==> config.mk <==
export PLATFORM = sky130hd
export DESIGN_NAME = basic_gates
export DESIGN_NICKNAME = d
export VERILOG_FILES = /design/src/rtl/basic_gates.sv
export SDC_FILE = /design/constraint.sdc
export NUM_CORES = 1
export LEC_CHECK = 0
export BUFFER_PORTS_ARGS = -buffer_cell sky130_fd_sc_hd__buf_2
export CAP_MARGIN = 20
export CORE_AREA = 2 2 39 41
export DETAILED_ROUTE_END_ITERATION = 8
export DIE_AREA = 0 0 41 43
export SYNTH_ARGS = -nofsm -noshare
export SYNTH_HDL_FRONTEND = slang
export SYNTH_SLANG_ARGS = --single-unit
==> constraint.sdc <==
create_clock -name clk -period 1.1 [get_ports clk]
set_clock_uncertainty 0.2 [all_clocks]
set_input_delay 0.11 -clock clk [delete_from_list [all_inputs] [get_ports clk]]
set_output_delay 0.11 -clock clk [all_outputs]
set_load 0.02 [all_outputs]
==> src/rtl/basic_gates.sv <==
// basic_gates: registered bitwise AND/OR/XOR/NOT/NAND of two operands.
// Define BASIC_GATES_EXT_EN to add registered NOR (h) and XNOR (i) outputs.
module basic_gates #(
  parameter int WIDTH = 1
) (
  input  logic             clk,
  input  logic             rst_n,
  input  logic             en,
  input  logic [WIDTH-1:0] a,
  input  logic [WIDTH-1:0] b,
  output logic [WIDTH-1:0] c,
  output logic [WIDTH-1:0] d,
  output logic [WIDTH-1:0] e,
  output logic [WIDTH-1:0] f,
  output logic [WIDTH-1:0] g,
`ifdef BASIC_GATES_EXT_EN
  output logic [WIDTH-1:0] h,
  output logic [WIDTH-1:0] i,
`endif
  output logic             out_valid
);

  logic [WIDTH-1:0] c_q, c_d;
  logic [WIDTH-1:0] d_q, d_d;
  logic [WIDTH-1:0] e_q, e_d;
  logic [WIDTH-1:0] f_q, f_d;
  logic [WIDTH-1:0] g_q, g_d;
  logic             vld_q, vld_d;
`ifdef BASIC_GATES_EXT_EN
  logic [WIDTH-1:0] h_q, h_d;
  logic [WIDTH-1:0] i_q, i_d;
`endif

  // Next state: load gate results when enabled, otherwise hold.
  always_comb begin
    c_d   = c_q;
    d_d   = d_q;
    e_d   = e_q;
    f_d   = f_q;
    g_d   = g_q;
    vld_d = en;
`ifdef BASIC_GATES_EXT_EN
    h_d   = h_q;
    i_d   = i_q;
`endif
    if (en) begin
      c_d = a & b;
      d_d = a | b;
      e_d = a ^ b;
      f_d = ~a;
      g_d = ~(a & b);
`ifdef BASIC_GATES_EXT_EN
      h_d = ~(a | b);
      i_d = ~(a ^ b);
`endif
    end
  end

  // Result flops; reset forces constant zeros and wins over en.
  always_ff @(posedge clk) begin
    if (!rst_n) begin
      c_q   <= '0;
      d_q   <= '0;
      e_q   <= '0;
      f_q   <= '0;
      g_q   <= '0;
      vld_q <= 1'b0;
`ifdef BASIC_GATES_EXT_EN
      h_q   <= '0;
      i_q   <= '0;
`endif
    end else begin
      c_q   <= c_d;
      d_q   <= d_d;
      e_q   <= e_d;
      f_q   <= f_d;
      g_q   <= g_d;
      vld_q <= vld_d;
`ifdef BASIC_GATES_EXT_EN
      h_q   <= h_d;
      i_q   <= i_d;
`endif
    end
  end

  assign c         = c_q;
  assign d         = d_q;
  assign e         = e_q;
  assign f         = f_q;
  assign g         = g_q;
  assign out_valid = vld_q;
`ifdef BASIC_GATES_EXT_EN
  assign h         = h_q;
  assign i         = i_q;
`endif

endmodule

==> results.yml, run 1 <==
cells_and_area:
  num_antenna_cells: 0
  design_area_um2: 359
  drive_gt1_share_pct: 37.8
  final_nets: 47
  nFillCells: 158
  areaGrowthSynthToFinish_pct: 39.3
place:
  post_dp_cell_area_um2: 317
  dp_slack_ns: 0.0439
  place_congestion: 0.689
  io_buffers: 10
floorplanning:
  io_pins: 11
  dieWidth_um: 41
  core_mm2: 0.00138
  die_area_mm2: 0.00176
  chipHeight_um: 43
  initial_core_util_pct: 18.6
  rows: 14
cts:
  tritoncts: "built"
  cts_made_buffers: 3
  post_cts_buffers: 0
  cts_resized: 0
  ctsHoldBuffers: 2
  clockBufferDepth: 2
  htree_levels: 1
  clk_latency_ns: 0.24
  cts_root_buf: "clkbuf_4"
  clk_pin_slew_worst_paths_ns: 0.04
  cts_num_sinks: 6
synthesis:
  netlist_top_cells_area: "dfxtp_1 (47%), ha_1 (15%), o211a_1 (12%)"
  synth_top_area_share_pct: 46.6
  synth_top_family_by_area: "adder cells"
  yosys.area.top_type: "dfxtp_1"
  synthCells: 23
  synth_cell_types: 9
  netlist_area_um2: 258
  avgSynthCellArea_um2: 11.2
  yosys.area_share.adder_pct: 14.6
  synth_fp_nets: 31
  synth-simple-area-share_pct: 12.1
  synth_xor_area_share_pct: 0
  synth_compound_area_share_pct: 11.7
  yosysSeqAreaShare_pct: 46.6
  ys_seq_elements: 6
  yosysWarningCount: 0
  muxShareOfSynthArea_pct: 7.77
critical_path:
  critPathCaptureType: "register"
  max_stage_delay_ns: 0.53
  crit_fanout: 6
  reg2reg_slack_ns: 0.28
  cp.arrival_ns: 0.97
  crit_path_cell_trace: "dlygate4sd3_1, buf_2, and2_2"
  reg2reg_from: "g$_SDFFE_PN0P_"
  start_kind: "primary input"
  critical_path_class: "primary input to register"
  cp_slowest_cell: "dlygate4sd3_1"
  r2r_cells: 1
  cp.required_ns: 1.03
  rr_endpoint: "g$_SDFFE_PN0P_"
sta:
  setup-tns-final_ns: 0
  period_share_pct: 94.9
  rsz0062_at_grt: "no"
  worst_slew_pin_slew_ns: 0.168
  finalMaxSlewViolations: 0
  maxSlewHeadroom_pct: 88.8
  setup_viol: 0
  setup_slack_ns: 0.0557
  period_needed_ns: 1.04
  fmax_mhz: 958
  final_hold_viol_count: 0
route:
  dr_total_vias: 189
  drc_errors: 0
  finalWirelength_um: 449
  drt_iter0_markers: 0
  via_per_inst: 3.57
  postRouteAntennaNets: 0
  wire_per_inst_um: 8.47
  dr.pass1.iters: 1
global_route:
  grt_pass1_vias: 191
  grtUsageMet1_pct: 6.15
  grtUsageMet2_pct: 9.06
  grt_pass1_wl_um: 731
  grt_start_max_net_pins: 10
  overflow: 0
  grt_usage_pct: 6.94
  top_usage_layer: "met2"
  antenna_found_initial: 0
  met3_usage_pct: 7.85
min_path:
  min_path_type: "primary input to register"
  hold_path_end: "g$_SDFFE_PN0P_"
  min_path_cells: 2
  min_from: "en"
power_and_ir_drop:
  p_seq_share_pct: 47.0
  total_power_w: 0.000508
  vdd.ir_drop.worst_uv: 673
  power_leakage_nw: 0.202
  power.density_mw_per_mm2: 1410
  pwr-share-comb_pct: 15.4
  switchingPower_w: 0.000117
  sw_frac_of_total_pct: 23.0
  power.internal_w: 0.000391
  p_clk_share_pct: 37.6
job:
  drv_cap: 0
run_status:
  status: "finished, final reports clean"
[flip-flops by register name (all words and copies together) (netlist names)]
register   flops
e              1
g              1
f              1
d              1
c              1
out_valid      1
[Yosys cell counts]
library cell and number:
nand2_1 3, mux2i_1 2, o211a_1 3, inv_1 2
buf_6 1, ha_1 3, dfxtp_1 6, and2_2 1
nor2b_1 2
[critical path, delay by kind of cell]
family	cells	cell delay (ns)
and+or+nand+nor	1	0.18
buffers and inverters	2	0.68
[logic make-up after synthesis]
family / Yosys count
buffers and inverters: 3
AO/OA/AOI/OAI: 3
adder cells (fa/ha/maj): 3
flip-flops: 6
multiplexers: 2
AND/OR/NAND/NOR: 6
[power groups by stage]
stage / registers (W) / clock network (W) / logic, W
6_report: 0.000239 / 0.000191 / 0.0000784
3_3_place_gp: 0.000242 / 0 / 0.0000744
3_5_place_dp: 0.000243 / 0 / 0.0000735
4_1_cts: 0.000239 / 0.000205 / 0.0000800
5_1_grt: 0.000240 / 0.000215 / 0.0000875
2_1_floorplan: 0.000261 / 0 / 0.0000300
[worst max path at each step]
stage                               from                   end  cells past startpoint
after floorplan           g$_SDFFE_PN0P_        g$_SDFFE_PN0P_                      1
after global placement                 a        e$_SDFFE_PN0P_                      5
after detailed placement               a        e$_SDFFE_PN0P_                      5
after CTS                 f$_SDFFE_PN0P_                     f                      1
after global routing      f$_SDFFE_PN0P_                     f                      1
final                              rst_n  out_valid$_SDFF_PN0_                      3
[stage by stage]
stage / utilization [%] / hold slack (ns) / std cells
after floorplan: - / 0.0382 / 23
after global placement: 22.9 / 0.205 / 48
after detailed placement: 22.9 / 0.206 / 48
after CTS: 25.9 / 0.0264 / 53
after global routing: 25.9 / 0.0585 / 53
final: 25.9 / 0.0363 / 53
[routing by layer]
metal | up-vias | part of all wire [%]
li1 | 104 | -
met1 | 79 | 48
met2 | 6 | 46
met3 | 0 | 5.3
met4 | 0 | 0
met5 | - | 0
[placed cells by master (no fill, tap or decap)]
cell type      synthesis  layout
and2_2                 1       1
buf_2                  0      10
clkbuf_4               0       3
dfxtp_1                6       6
dlygate4sd3_1          0       2
ha_1                   3       3
inv_1                  2       2
mux2i_1                2       2
nand2_1                3       3
nor2b_1                2       2
o211a_1                3       3
[area by class of cell]
cell class / count / area, µm² / area share [%]
flip-flops and latches: 6 / 120 / 33.4
clock buffers: 3 / 22.5 / 6.27
well taps: 16 / 20.0 / 5.57
inverters: 2 / 7.51 / 2.09
multi-input cells: 14 / 119 / 33.1
repair buffers: 12 / 70.1 / 19.5
Note: power is estimated with default switching activity, not from simulation.
==> run 2, diff against run 1 <==
--- a/config.mk
+++ b/config.mk
@@ -10,6 +10,7 @@
 export CORE_AREA = 2 2 39 41
 export DETAILED_ROUTE_END_ITERATION = 8
 export DIE_AREA = 0 0 41 43
+export SETUP_SLACK_MARGIN = 0.5
 export SYNTH_ARGS = -nofsm -noshare
 export SYNTH_HDL_FRONTEND = slang
 export SYNTH_SLANG_ARGS = --single-unit
==> run 2 against run 1 <==
  * The flow now finishes with violations (hold timing)
  * Sequential cell count stayed put
  * Setup slack better by 0.027 ns
  * Worst hold slack worse by 0.065 ns
  * Largest power group unchanged
  * Highest routed layer unchanged
==> results.yml, run 2 (synthesis results as in run 1) <==
power_and_ir_drop:
  vdd.ir_drop.worst_uv: 506
  sw_frac_of_total_pct: 25.2
  p_clk_share_pct: 37.5
  switchingPower_w: 0.000136
  pwr-share-comb_pct: 18.4
  p_seq_share_pct: 44.1
  power.internal_w: 0.000403
  power_leakage_nw: 0.204
  power.density_mw_per_mm2: 1290
min_path:
  min_path_cells: 2
  min_path_type: "primary input to register"
sta:
  worst_slew_pin_slew_ns: 0.171
  period_share_pct: 92.5
  setup-tns-final_ns: 0
  final_hold_viol_count: 6
  rsz0062_at_grt: "yes"
  setup_viol: 0
  maxSlewHeadroom_pct: 88.6
  worst_hold_slack_ns: -0.0288
  finalMaxSlewViolations: 0
  fmax_mhz: 983
  period_needed_ns: 1.02
place:
  place_congestion: 0.577
  placed_cells: 48
  io_buffers: 10
  dp_hpwl_um: 357
global_route:
  grt_start_max_net_pins: 10
  grt_pass1_vias: 179
  overflow: 0
  antenna_found_initial: 0
  grt_pass1_wl_um: 745
  grt_usage_pct: 7.04
critical_path:
  r2r_cells: 1
  crit_fanout: 2
  cp_num_buf_inv: 1
  cp_top_family: "flip-flops"
  cp.required_ns: 0.79
  max_stage_delay_ns: 0.34
  start_kind: "register"
  path_depth: 1
  reg2reg_slack_ns: 0.22
  critPathCaptureType: "output port"
  critical_path_class: "register to output port"
  crit_path_cell_trace: "buf_6"
  cp_slowest_cell: "dfxtp_4"
  cp.arrival_ns: 0.71
run_status:
  violations: "hold timing"
  status: "finished with violations"
floorplanning:
  dieWidth_um: 41
  core_mm2: 0.00138
  rows: 14
  initial_core_util_pct: 18.6
  die_area_mm2: 0.00176
  chipHeight_um: 43
  io_pins: 11
cts:
  cts_made_buffers: 3
  cts_num_sinks: 6
  clk_latency_ns: 0.24
  htree_levels: 1
  tritoncts: "built"
  clk_pin_slew_worst_paths_ns: 0.05
  post_cts_buffers: 0
  clockBufferDepth: 2
  cts_root_buf: "clkbuf_4"
route:
  postRouteAntennaNets: 0
  dr_total_vias: 198
  via_per_inst: 3.88
  drc_errors: 0
  drt_iter0_markers: 5
  dr.pass1.iters: 2
  wire_per_inst_um: 9.61
  finalWirelength_um: 490
job:
  drv_cap: 0
cells_and_area:
  nFillCells: 145
  num_antenna_cells: 0
  final_cells: 51
  layout_common_cells: "dfxtp_4 (6), buf_6 (6), buf_2 (4)"
  final_nets: 45
  areaGrowthSynthToFinish_pct: 62.1
  drive_gt1_share_pct: 65.7
[run 2: cell count changes in the layout (fill, tap and decap cells not counted), sizes merged]
cell,previous run,this run
dlygate4sd3,2,0
[run 2: metrics by stage]
step / hold slack, ns / utilization, % / instance area [µm²] / worst slack (ns) / total power [W]
after floorplan: 0.0368 / - / 303 / 0.249 / 0.000294
after CTS: -0.0446 / 30.2 / 418 / 0.0723 / 0.000552
after global placement: 0.211 / 25.9 / 358 / 0.0925 / 0.000322
final: -0.0288 / 30.2 / 418 / 0.0828 / 0.000539
after detailed placement: 0.213 / 25.9 / 358 / 0.0969 / 0.000322
after global routing: -0.0297 / 30.2 / 418 / 0.0638 / 0.000569
[run 2: final timing paths]
check / from / to
worst max-delay path: g$_SDFFE_PN0P_ / g
worst min-delay path: rst_n / f$_SDFFE_PN0P_
worst max register to register: g$_SDFFE_PN0P_ / g$_SDFFE_PN0P_
worst min register to register: d$_SDFFE_PN0P_ / d$_SDFFE_PN0P_
[run 2: power groups by stage]
stage / clock [W] / combinational (W) / sequential (W)
after floorplan: 0 / 0.0000367 / 0.000257
after global placement: 0 / 0.0000841 / 0.000238
after detailed placement: 0 / 0.0000831 / 0.000238
after CTS: 0.000214 / 0.000100 / 0.000238
after global routing: 0.000221 / 0.000109 / 0.000239
final: 0.000202 / 0.0000993 / 0.000238
[run 2: repair_timing]
action / in CTS / in global routing
endpoints found under the hold margin: 6 / 6
resized for setup: 12 / 0
pin swaps: 1 / 0
endpoints found under the setup margin: 11 / 11
[run 2: final cells by class]
| class | count | area, µm² | share of cell area (%) |
|---|---|---|---|
| Tap cell | 16 | 20.0 | 4.79 |
| Sequential cell | 6 | 143 | 34.1 |
| Inverter | 2 | 12.5 | 2.99 |
| Multi-Input combinational cell | 14 | 133 | 31.7 |
| Timing Repair Buffer | 10 | 87.6 | 21.0 |
| Clock buffer | 3 | 22.5 | 5.39 |
[run 2: metal layers]
metal  global-route usage (%)  share of wire (%)
met5                        0                  0
met4                     6.00                  0
met3                     6.28                 12
met2                     5.94                 32
met1                     9.68                 56
